<file path="src/rtl/seg7_scan_decoder.sv">
// seg7_scan_decoder: recovers hex digits from a multiplexed, active-low
// 7-segment bus. Each digit pattern must be stable for STABLE_CYCLES samples
// before it is decoded into its slot; a complete set of slots is published
// as one frame with a single-cycle strobe.
module seg7_scan_decoder #(
    parameter int DIGITS        = 4,
    parameter int STABLE_CYCLES = 4
) (
    input  logic                  clk,
    input  logic                  rst,
    input  logic [6:0]            seg_n,
    input  logic [DIGITS-1:0]     dig_n,
    output logic [4*DIGITS-1:0]   value,
    output logic [DIGITS-1:0]     digit_ok,
    output logic                  frame_err,
    output logic                  frame_stb
);

    localparam int SW = 7 + DIGITS;
    localparam int CW = $clog2(STABLE_CYCLES + 1);
    localparam logic [CW-1:0] CNT_MAX = CW'(STABLE_CYCLES);
    localparam logic [CW-1:0] CNT_PRE = CW'(STABLE_CYCLES - 1);

    logic [SW-1:0]     s_q;
    logic [CW-1:0]     cnt;
    logic [DIGITS-1:0] seen;
    logic [DIGITS-1:0] seen_next;
    logic [3:0]        slot [DIGITS];
    logic [DIGITS-1:0] slot_ok;

    logic [SW-1:0]     sample;
    logic              same;
    logic              capture;
    logic [DIGITS-1:0] dig_low;
    logic              one_hot;
    logic              cap_valid;
    logic              frame_done;
    logic [3:0]        nib;
    logic              nib_ok;

    assign sample     = {seg_n, dig_n};
    assign same       = (sample == s_q);
    // Fires exactly once per stable period, on the cnt STABLE-1 -> STABLE edge.
    assign capture    = same && (cnt == CNT_PRE);
    assign dig_low    = ~s_q[DIGITS-1:0];
    assign one_hot    = (dig_low != '0) && ((dig_low & (dig_low - 1'b1)) == '0);
    assign cap_valid  = capture && one_hot;
    assign frame_done = &seen;

    // Sample register and saturating stability counter.
    always_ff @(posedge clk or posedge rst) begin
        if (rst) begin
            s_q <= '1;
            cnt <= '0;
        end else if (!same) begin
            s_q <= sample;
            cnt <= CW'(1);
        end else if (cnt < CNT_MAX) begin
            cnt <= cnt + 1'b1;
        end
    end

    // Inverse of the hex-to-segment table; s_q already equals the input on a capture edge.
    always_comb begin
        nib    = 4'h0;
        nib_ok = 1'b1;
        case (s_q[SW-1:DIGITS])
            7'b1000000: nib = 4'h0;
            7'b1111001: nib = 4'h1;
            7'b0100100: nib = 4'h2;
            7'b0110000: nib = 4'h3;
            7'b0011001: nib = 4'h4;
            7'b0010010: nib = 4'h5;
            7'b0000010: nib = 4'h6;
            7'b1111000: nib = 4'h7;
            7'b0000000: nib = 4'h8;
            7'b0010000: nib = 4'h9;
            7'b0001000: nib = 4'hA;
            7'b0000011: nib = 4'hB;
            7'b1000110: nib = 4'hC;
            7'b0100001: nib = 4'hD;
            7'b0000110: nib = 4'hE;
            7'b0001110: nib = 4'hF;
            default: begin
                nib    = 4'h0;
                nib_ok = 1'b0;
            end
        endcase
    end

    // Frame completion clears seen first, so a capture on that same edge survives.
    always_comb begin
        seen_next = frame_done ? '0 : seen;
        if (cap_valid) begin
            seen_next = seen_next | dig_low;
        end
    end

    // Slot storage and seen tracking; the latest capture for a slot wins.
    always_ff @(posedge clk or posedge rst) begin
        if (rst) begin
            seen    <= '0;
            slot_ok <= '0;
            for (int unsigned i = 0; i < DIGITS; i++) begin
                slot[i] <= '0;
            end
        end else begin
            seen <= seen_next;
            if (cap_valid) begin
                for (int unsigned i = 0; i < DIGITS; i++) begin
                    if (dig_low[i]) begin
                        slot[i]    <= nib;
                        slot_ok[i] <= nib_ok;
                    end
                end
            end
        end
    end

    // Publish the assembled frame on the edge after every slot has been seen.
    always_ff @(posedge clk or posedge rst) begin
        if (rst) begin
            value     <= '0;
            digit_ok  <= '0;
            frame_err <= 1'b0;
            frame_stb <= 1'b0;
        end else begin
            frame_stb <= frame_done;
            if (frame_done) begin
                for (int unsigned i = 0; i < DIGITS; i++) begin
                    value[4*i +: 4] <= slot[i];
                end
                digit_ok  <= slot_ok;
                frame_err <= ~&slot_ok;
            end
        end
    end

endmodule
</file>
<file path="config.mk">
export PLATFORM = sky130hd
export DESIGN_NAME = seg7_scan_decoder
export DESIGN_NICKNAME = d
export VERILOG_FILES = /design/src/rtl/seg7_scan_decoder.sv
export SDC_FILE = /design/constraint.sdc
export NUM_CORES = 1
export LEC_CHECK = 0
export CAP_MARGIN = 20
export CORE_ASPECT_RATIO = 0.9
export CORE_UTILIZATION = 50
export CTS_CLUSTER_DIAMETER = 40
export DETAILED_ROUTE_END_ITERATION = 8
export PLACE_DENSITY_LB_ADDON = 0.05
export REMOVE_ABC_BUFFERS = 1
export SLEW_MARGIN = 30
export SYNTH_ARGS = -nofsm -noshare
export SYNTH_HDL_FRONTEND = slang
export SYNTH_SLANG_ARGS = --single-unit
</file>
<file path="constraint.sdc">
create_clock -name clk -period 2.05 [get_ports clk]
set_input_delay 0.41 -clock clk [delete_from_list [all_inputs] [get_ports clk]]
set_output_delay 0.41 -clock clk [all_outputs]
set_load 0.005 [all_outputs]
</file>
**Word-level counts from Yosys, hierarchy flattened**

Cells that the tools add are included.

- Register bits after elaboration: 60
- Bits of input ports: 13
- Output and inout port bits: 22
- Word-level logic and storage cells: 59

- $add $sub $neg: 2
- $lt $le $gt $ge: 1
- Eq/ne operators: 18
- Mux-type cells: 6
- Bitwise logic cells: 3
- Reductions and logical operators: 14

Operators by type and width:

| kind | count |
|---|---|
| 4-bit one-hot mux with 15 select lines | 1 |
| 7-bit == test, second input constant | 4 |
| 7-bit by 5-bit == test with 1-bit output, second input constant | 3 |
| 7-bit by 6-bit == test with 1-bit output, second input constant | 3 |
| 16-bit OR reduction | 1 |
| 7-bit by 2-bit == test with 1-bit output, second input constant | 2 |
| 7-bit by 4-bit == test with 1-bit output, second input constant | 2 |
| 11-bit == test | 1 |
| 4-bit two-way mux | 2 |
| 2-bit AND reduction | 4 |
| 4-bit AND reduction | 2 |
| 7-bit by 3-bit == test with 1-bit output, second input constant | 1 |
| 7-bit zero test | 1 |
| 3-bit two-way mux | 2 |
| 4-bit AND | 1 |
| 4-bit zero test | 1 |
| 4-bit inverter | 1 |
| 4-bit OR | 1 |
| 4-bit nonzero test | 1 |
| 4-bit by 1-bit subtractor with 4-bit output, second input constant | 1 |
| 3-bit by 1-bit adder with 3-bit output, second input constant | 1 |
| 3-bit by 2-bit == test with 1-bit output, second input constant | 1 |
| 1-bit logical AND | 3 |
| 3-bit less-than comparator, second input constant | 1 |
| other kinds (3) | 3 |

**Longest topological paths before layout**

Gate-level depths: netlist of run 1.

- Depth after elaboration: 7
- Gate-level depth with buffers: 7
- Depth with buffers taken out: 5

**Least setup slack after synthesis of run 1**

Ideal clock, no wire load.

- Kind: reg2reg
- Start point: reg s_q[8]
- End point: reg slot[0] in the netlist's numbering
- Setup time: 0.125 ns
- Arrival: 1.752 ns
- Data required time: 1.925 ns
- Setup slack: 0.173 ns
- Stages on the path, launching flop included: 8
- Buffers on the path: 2
- Period minus slack after synthesis: 1.877 ns
- Cell sequence: dfstp_2 buf_6 xnor2_2 nand4_2 nor3_4 and4_1 buf_6 mux2_4

- Cells in the longest elaborated chain, start to end: 4
- Elaborated cells between the ends (all ways): 20
- Those cells by class: 15 x eq/ne; 1 x mux; 4 x reduce/logical

RTL lines:

| element | RTL line | source |
|---|---|---|
| from (decl) | 24 | `logic [SW-1:0] s_q;` |
| from (signal assigned) | 56 | `s_q <= sample;` |
| parallel branches: the longest is 4 deep, another holds 4-bit one-hot mux with 15 select lines | -- |  |
| to (signal, indexed assignment) | 112 | `slot[i] <= nib;` |
| to (decl) | 28 | `logic [3:0] slot [DIGITS];` |

Parallel ways; which one is timed is not known.
A chain may end at the register's enable or synchronous reset.

**Worst setup path in the final report of run 1**

- Start point: in seg_n[0]
- End point: reg slot[2] in the netlist's numbering

- Cells in the longest elaborated chain, start to end: 4

RTL lines:

| element | RTL line | source |
|---|---|---|
| from (decl) | 11 | `input logic [6:0] seg_n,` |
| 11-bit == test | 42 | `assign same = (sample == s_q);` |
| 1-bit logical AND | 44 | `assign capture = same && (cnt == CNT_PRE);` |
| 1-bit logical AND | 47 | `assign cap_valid = capture && one_hot;` |
| 2-bit AND reduction (no line) | -- |  |

Every way passes these cells.

==> results of run 1 <==
[layout by cell type, fill, tap and decap left out, types with 3 or more instances in the layout]
cell type,count
and4_1,3
clkbuf_8,9
xnor2_1,9
dfrtp_1,49
xnor2_2,3
clkdlybuf4s50_1,34
nand2b_1,3
mux2_4,11
nand2_1,69
dfstp_2,11
mux2_1,9
buf_12,4
buf_4,17
nor2_1,5
nor3_1,5
nor2b_1,3
[timing repair]
item,in CTS,in global routing
setup endpoints to repair,4,16
pin swaps,0,3
buffers inserted,0,1
resized for setup,1,2
[power groups by stage]
stage | sequential (mW) | combinational (mW) | clock (mW)
global route | 1.22 | 0.186 | 1.27
finish | 1.22 | 0.169 | 1.18
floorplan | 1.25 | 0.0793 | 0
detailed placement | 1.24 | 0.169 | 0
global placement | 1.24 | 0.168 | 0
CTS | 1.22 | 0.170 | 1.21
[area by class of cell]
| class | instances | area (sq um) |
|---|---|---|
| fill | 441 | 1810 |
| sequential | 60 | 1520 |
| multi-input combinational | 162 | 1120 |
| timing repair buffer | 55 | 548 |
| clock buffer | 9 | 124 |
| clock inverter | 7 | 98.8 |
| tap | 67 | 83.8 |
| inverter | 4 | 15.0 |
[cells by family after synthesis]
logic type / after synthesis
XOR/XNOR: 13
AO/OA/AOI/OAI: 21
AND/OR/NAND/NOR: 105
multiplexers: 21
flip-flops: 60
buffers and inverters: 29
adder cells (fa/ha/maj): 2
[per-stage QoR]
stage	instances	setup slack [ns]
floorplan	226	0.0498
global placement	347	-0.332
detailed placement	347	-0.383
CTS	363	0.0437
global route	364	-0.0439
finish	364	0.0530
[layer usage]
metal / share of wire [%] / GRT usage [%] / vias to the layer above / wire length (um)
li1: - / - / 920 / -
met1: 51 / 29.0 / 900 / 2650
met2: 44 / 29.8 / 46 / 2300
met3: 4.2 / 7.88 / 5 / 220
met4: 0.92 / 5.95 / 0 / 48
met5: 0 / 0 / - / 0
[worst min-delay path by stage]
stage | slack, ns | end | from
floorplan | 0.41 | s_q[0] | dig_n[0]
global route | 0.37 | cnt[0] | rst
CTS | 0.35 | cnt[0] | rst
detailed placement | 0.46 | value[5] | slot[9]
finish | 0.36 | cnt[0] | rst
global placement | 0.46 | value[7] | slot[11]
[sequential cells by signal (all words and copies together), names as in the netlist]
name	cells
slot	16
digit_ok	4
cnt	3
seen	4
frame_stb	1
value	16
slot_ok	4
s_q	11
frame_err	1
==> impl_table.tex, run 1 <==
\begin{tabular}{lr}
\hline
Metric & Value \\
\hline
\multicolumn{2}{l}{\textbf{Floorplan}} \\
\quad Top-level I/O count & 35 \\
\quad Die X-Extent & 80.7 um \\
\quad Height of the die & 72.9 um \\
\quad Starting density of the core & 52.4\% \\
\quad DIE AREA & 5880 sq um \\
\quad Floorplan Core Area & between 5000 and 6000 sq um \\
\quad Row cnt & 25 \\
\multicolumn{2}{l}{\textbf{Setup path}} \\
\quad Data required time at the worst endpoint & 2.27 ns \\
\quad Longest individual stage delay on the worst path & 0.50 ns \\
\quad FF-to-FF Start & s\_q[4] \\
\quad Beginning of the critical path & seg\_n[0] \\
\quad Largest delay share family, worst path & simple AND/OR/NAND/NOR gates \\
\quad Maximum fanout along the worst path & 6 \\
\quad Worst path slowest cell & clkdlybuf4s50\_1 \\
\quad CP cell instances & clkdlybuf4s50\_1 -> xnor2\_1 -> nand4\_1 -> nor3\_4 -> and4\_1 -> buf\_12 -> mux2\_4 \\
\quad Classification of the worst setup path & in2reg \\
\quad R2R setup slack & roughly 0.060 ns \\
\quad Path depth of the worst reg2reg path & 6 \\
\quad Termination of the worst setup path & slot[2] \\
\quad Capturing element type of the critical path & flop \\
\quad WP depth & 7 \\
\quad Critical path data arrival time & 2.22 ns \\
\quad CP bufs+invs & 2 \\
\quad Endpoint of the most critical register-to-register path & slot[2] \\
\quad Critical path startpoint category & primary input \\
\multicolumn{2}{l}{\textbf{Pwr}} \\
\quad Switching share of total power & 23.1\% \\
\quad Lkg Pwr & roughly 1.7 nW \\
\quad Pwr/cell area & 731 nW/um\^{}2 \\
\quad Internal power of the cells & $\sim$2 mW \\
\quad Total design power & 2.57 mW \\
\quad Psw & 0.592 mW \\
\quad Combinational power share & 6.6\% \\
\quad Share of power burned in the clock network & 46.0\% \\
\quad Worst-case vdd ir drop & 0.000433 V \\
\quad Relative contribution of sequential cells to total power & a little under half \\
\multicolumn{2}{l}{\textbf{Yosys}} \\
\quad Number of synthesized flops with an enable pin & 0 \\
\quad Area share of the largest cell type after synthesis & between 40\% and 50\% \\
\quad Largest family of logic cells by synthesized area & simple AND/OR/NAND/NOR gates \\
\quad Post-synthesis simple-gate area fraction & between 10\% and 20\% \\
\quad Flops \& latches, synth & 60 \\
\quad Proportion of register bits with asynchronous set or reset after synthesis & 100\% \\
\quad Cell types with the largest area share after synthesis & dfrtp\_1 (44\%), dfstp\_2 (10\%), nand2\_1 (9.3\%) \\
\quad Yosys warns & 0 \\
\quad Number of distinct library cells after synthesis & 48 \\
\quad Count of mapped cells out of synthesis & 251 \\
\quad Cell taking the most area after synthesis & dfrtp\_1 \\
\quad Post-synthesis compound-gate area fraction & 6.06\% \\
\quad Share of the synthesized netlist area taken by xor and xnor gates & 4.89\% \\
\quad Post-synthesis adder-cell area fraction & 0.897\% \\
\quad Most frequent cell after synthesis & nand2\_1 \\
\quad Synth Area per Inst & 11.1 sq um \\
\quad Sequential-to-total area share from yosys stat & between 50\% and 60\% \\
\quad Top\_reg\_cell synth & dfrtp\_1 \\
\quad Post-synth top cells & nand2\_1 (69), dfrtp\_1 (49), clkbuf\_1 (15), dfstp\_2 (11) \\
\quad Cell area after synthesis & 2790 sq um \\
\quad Mux share of post-synthesis cell area & 9.78\% \\
\multicolumn{2}{l}{\textbf{CTS}} \\
\quad Sink count of the clock tree & 60 \\
\quad Clock buffers created by TritonCTS & 9 \\
\quad Buffer levels on the longest clock path & 2 \\
\quad Post-cts hold buffer count & 0 \\
\quad Clock-pin slew on the worst setup and hold paths & 0.07 ns \\
\quad Root buffer cell & clkbuf\_8 \\
\quad CTS H-Tree Depth & 3 \\
\quad CTS tree & yes \\
\quad Clock insertion delay at the later pin of the skew report & 0.34 ns \\
\multicolumn{2}{l}{\textbf{Global routing}} \\
\quad Number of global-route vias before repair & between 1.5k and 2k \\
\quad Wire length of the first global-routing pass & 8.81 mm \\
\quad Total routing usage reported by global routing & 20.6\% \\
\quad Maximum number of pins on one net before global-route repair & 47 \\
\quad Number of antenna violations at the first check in global routing & 0 \\
\quad GRT overflow & 0 \\
\multicolumn{2}{l}{\textbf{Final layout}} \\
\quad Antenna diode instance count & 0 \\
\quad Final core occ & around two thirds \\
\quad Net total in the final layout & 307 \\
\quad Area growth from synthesis to final layout & 25.8\% \\
\quad Layout cell share with drive strength beyond 1 & 25.3\% \\
\quad Design Area, Final & 3510 sq um \\
\multicolumn{2}{l}{\textbf{Place}} \\
\quad \# port buffers & 34 \\
\quad Placer's final routability congestion estimate & 0.794 \\
\quad Instance area after placement & 3270 sq um \\
\quad Total half-perimeter wirelength after legalization and detailed placement & 3.66 mm \\
\multicolumn{2}{l}{\textbf{Flow run}} \\
\quad Number of violations of the max-capacitance limit & 0 \\
\multicolumn{2}{l}{\textbf{STA}} \\
\quad Period minus WS final & 2.00 ns \\
\quad Rel. slew slack & 65.5\% \\
\quad Final Hold Violating Endpoints & 0 \\
\quad Fmax & approximately 500 MHz \\
\quad Final clock period utilization by the worst path & 97.4\% \\
\quad Setup\_tns & 0 ns \\
\quad Number of endpoints failing setup at the final stage & 0 \\
\quad Unrepaired setup endpoints after global routing & true \\
\quad Actual transition at the worst max-transition pin & 0.512 ns \\
\quad Max-slew violation count & 0 \\
\quad Worst Clk Skew & approximately 0.012 ns \\
\quad Worst Hold Slack & between 0.3 and 0.4 ns \\
\multicolumn{2}{l}{\textbf{Routing}} \\
\quad Number of design-rule violations left by the first detailed-router iteration & 57 \\
\quad Overall routed net length & between 5 and 6 mm \\
\quad Total via count after detailed routing & 1871 \\
\quad Detailed-router iteration count before antenna repair & 4 \\
\quad Via count normalized by instance count & a little over 5 \\
\quad Residual antenna-violating net count after detailed routing & 0 \\
\quad Detailed-route DRC error count & 0 \\
\quad Average wire length per cell after detail routing & 14.3 um \\
\multicolumn{2}{l}{\textbf{Outcome}} \\
\quad Run status & finished clean \\
\multicolumn{2}{l}{\textbf{Hold path}} \\
\quad Kind of path behind the tightest hold check & in2async \\
\hline
\end{tabular}
Power figures use the tool's default switching activity.
==> run 2: changes to the inputs <==
--- a/config.mk
+++ b/config.mk
@@ -10,7 +10,7 @@
 export CORE_UTILIZATION = 50
 export CTS_CLUSTER_DIAMETER = 40
 export DETAILED_ROUTE_END_ITERATION = 8
-export PLACE_DENSITY_LB_ADDON = 0.05
+export PLACE_DENSITY = 0.79
 export REMOVE_ABC_BUFFERS = 1
 export SLEW_MARGIN = 30
 export SYNTH_ARGS = -nofsm -noshare
==> run 2 against run 1 <==
Critical path type unchanged; design area is 0.53% higher; hold slack lost 0.14 ns; die area unchanged; combinational power up 4%; count of clock-buffer cells in the layout grew 3; worst setup slack better by 0.028 ns; clock power is 4% higher; sequential power about the same; critical path depth is the same; fmax up 1.4%; clock skew is 0.0049 ns lower; first-iteration DRC count up 100%.
==> impl_table.tex, run 2 (same netlist as run 1, synthesis figures left out) <==
\begin{tabular}{lr}
\hline
Metric & Value \\
\hline
\multicolumn{2}{l}{\textbf{Outcome}} \\
\quad Run status & finished clean \\
\multicolumn{2}{l}{\textbf{STA}} \\
\quad Number of endpoints failing setup at the final stage & 0 (unchanged) \\
\quad Unrepaired setup endpoints after global routing & true \\
\quad Fmax & 508 MHz (+1.4\%) \\
\quad Rel. slew slack & 71.0\% (+5.4 points) \\
\quad Max-slew violation count & 0 (unchanged) \\
\quad Final Hold Violating Endpoints & 0 (unchanged) \\
\quad Slack of the critical path & 0.0813 ns (+0.0283 ns) \\
\quad Worst Clk Skew & 0.00704 ns (-0.00488 ns) \\
\quad Actual transition at the worst max-transition pin & 0.431 ns (-0.0807 ns) \\
\quad Final clock period utilization by the worst path & 96.0\% (-1.4 points) \\
\quad Period minus WS final & 1.97 ns (-0.0283 ns) \\
\multicolumn{2}{l}{\textbf{Floorplan}} \\
\quad Floorplan Core Area & 5320 sq um (unchanged) \\
\quad Top-level I/O count & 35 (unchanged) \\
\quad Starting density of the core & 52.4\% (unchanged) \\
\quad DIE AREA & 5880 sq um (unchanged) \\
\quad Die X-Extent & 80.7 um (unchanged) \\
\quad Height of the die & 72.9 um (unchanged) \\
\quad Row cnt & 25 (unchanged) \\
\multicolumn{2}{l}{\textbf{Pwr}} \\
\quad Lkg Pwr & 1.71 nW (+1.7\%) \\
\quad Total design power & 2.62 mW (+2.2\%) \\
\quad Pwr/cell area & 743 nW/um\^{}2 (+1.6\%) \\
\quad Worst-case vdd ir drop & 0.000511 V (+18\%) \\
\multicolumn{2}{l}{\textbf{Routing}} \\
\quad Average wire length per cell after detail routing & 14.0 um (-2.6\%) \\
\quad Detailed-router iteration count before antenna repair & 4 (unchanged) \\
\quad Residual antenna-violating net count after detailed routing & 0 (unchanged) \\
\quad Detailed-route DRC error count & 0 (unchanged) \\
\quad Overall routed net length & 5.01 mm (-4.0\%) \\
\quad Number of design-rule violations left by the first detailed-router iteration & 114 (+100\%) \\
\quad Total via count after detailed routing & 1877 (+0.32\%) \\
\quad Via count normalized by instance count & 5.23 (+1.7\%) \\
\multicolumn{2}{l}{\textbf{Final layout}} \\
\quad Area growth from synthesis to final layout & 26.5\% \\
\quad Layout cell share with drive strength beyond 1 & 26.4\% (+1.1 points) \\
\quad Net total in the final layout & 303 (-1.3\%) \\
\quad Layout filler cell count & 423 (-4.1\%) \\
\quad Filler-free cell count of the finished design & 359 (-1.4\%) \\
\quad Area of the multi-input gates & 1170 sq um (+4.4\%) \\
\quad Most frequent cells in the layout & nand2\_1 (69), dfrtp\_1 (49), clkdlybuf4s50\_1 (32) \\
\quad Most frequent standard cell in the layout excluding fill and tap cells & nand2\_1 \\
\quad Final core occ & 66.4\% (+0.35 points) \\
\quad Largest regs & slot: 16 flops, value: 16 flops, s\_q: 11 flops \\
\quad Storage element area & 1520 sq um (unchanged) \\
\quad Antenna diode instance count & 0 (unchanged) \\
\multicolumn{2}{l}{\textbf{Global routing}} \\
\quad Number of antenna violations at the first check in global routing & 0 (unchanged) \\
\quad Met3 Use GR & 7.25\% (-0.63 points) \\
\quad Total routing usage reported by global routing & 19.8\% (-0.89 points) \\
\quad Number of global-route vias before repair & 1849 (+0.16\%) \\
\quad GRT overflow & 0 (unchanged) \\
\quad Wire length of the first global-routing pass & 8.42 mm (-4.5\%) \\
\quad Routing layer with the top usage in global route & met2 \\
\quad Grt met1 use & 23.7\% (-5.3 points) \\
\quad Maximum number of pins on one net before global-route repair & 31 (-34\%) \\
\quad GR met2 Demand/Resource & 32.4\% (+2.6 points) \\
\multicolumn{2}{l}{\textbf{CTS}} \\
\quad Clock buffers created by TritonCTS & 9 (unchanged) \\
\quad CTS tree & yes \\
\quad Clock-pin slew on the worst setup and hold paths & 0.06 ns (about the same) \\
\quad Sink count of the clock tree & 60 (unchanged) \\
\quad Root buffer cell & clkbuf\_8 \\
\quad CTS H-Tree Depth & 3 (unchanged) \\
\quad Clock insertion delay at the later pin of the skew report & 0.34 ns (about the same) \\
\quad Buffer levels on the longest clock path & 2 (unchanged) \\
\multicolumn{2}{l}{\textbf{Place}} \\
\quad Placer's final routability congestion estimate & 0.792 (-0.25\%) \\
\quad Cell count after placement & 342 (-1.4\%) \\
\quad Worst setup slack after placement & -0.415 ns (-0.0321 ns) \\
\quad Total half-perimeter wirelength after legalization and detailed placement & 3.50 mm (-4.4\%) \\
\quad \# port buffers & 34 (unchanged) \\
\multicolumn{2}{l}{\textbf{Setup path}} \\
\quad Capturing element type of the critical path & flop \\
\quad Critical path startpoint category & primary input \\
\quad Largest delay share family, worst path & simple AND/OR/NAND/NOR gates \\
\quad Data required time at the worst endpoint & 2.27 ns (about the same) \\
\quad CP bufs+invs & 2 (unchanged) \\
\quad Critical path data arrival time & 2.19 ns (-0.03 ns) \\
\quad Maximum fanout along the worst path & 6 (unchanged) \\
\quad Classification of the worst setup path & in2reg \\
\quad Worst path slowest cell & clkdlybuf4s50\_1 \\
\quad CP cell instances & clkdlybuf4s50\_1 -> xnor2\_2 -> nand4\_2 -> nor3\_4 -> and4\_4 -> buf\_12 -> mux2\_4 \\
\quad Longest individual stage delay on the worst path & 0.52 ns (+0.02 ns) \\
\multicolumn{2}{l}{\textbf{Hold path}} \\
\quad Kind of path behind the tightest hold check & in2reg \\
\multicolumn{2}{l}{\textbf{Flow run}} \\
\quad Number of violations of the max-capacitance limit & 0 (unchanged) \\
\hline
\end{tabular}
==> run 2: final cells by class <==
| class | instances | area share, % |
|---|---|---|
| clock inverter | 3 | 1.95 |
| sequential | 60 | 42.9 |
| inverter | 4 | 0.426 |
| multi-input combinational | 162 | 33.3 |
| clock buffer | 12 | 4.68 |
| tap | 67 | 2.38 |
| timing repair buffer | 51 | 14.3 |
==> run 2: power by group <==
part / switching [mW] / internal (mW) / total (mW)
clock network: 0.450 / 0.779 / 1.23
logic: 0.0907 / 0.0849 / 0.176
registers: 0.0124 / 1.20 / 1.22
total: 0.554 / 2.07 / 2.62
==> run 2: final timing paths <==
path | slack (ns) | from | cells after the start | to
max | 0.08 | seg_n[3] | 7 | slot[1]
min | 0.22 | dig_n[1] | 1 | s_q[1]
max reg2reg | 0.09 | s_q[4] | 6 | slot_ok[0]
min reg2reg | 0.47 | slot[11] | 2 | value[7]
max in group asynchronous | 1.14 | rst | 3 | s_q[1]
min in group asynchronous | 0.36 | rst | 2 | value[5]
==> run 2: what timing repair did <==
item / CTS / global route
setup buffers: 0 / 3
resized for setup: 1 / 14
hold buffers: 0 / 0
gates cloned: 0 / 0
pin swaps: 0 / 7
setup endpoints to repair: 5 / 16
==> run 2: routing by layer <==
layer  share of wire [%]  wire, um
met2                  51      2540
met5                   0         0
met4                 1.3        65
met3                 4.4       219
met1                  44      2190
==> run 2: through the flow <==
step                      TNS (ns)  area [sq um]  hold slack (ns)
after floorplan                  0          2650            0.414
after global placement       -5.30          3220            0.446
after detailed placement     -6.28          3220            0.451
after CTS                        0          3460            0.352
after global routing        -0.188          3530            0.208
final                            0          3530            0.224
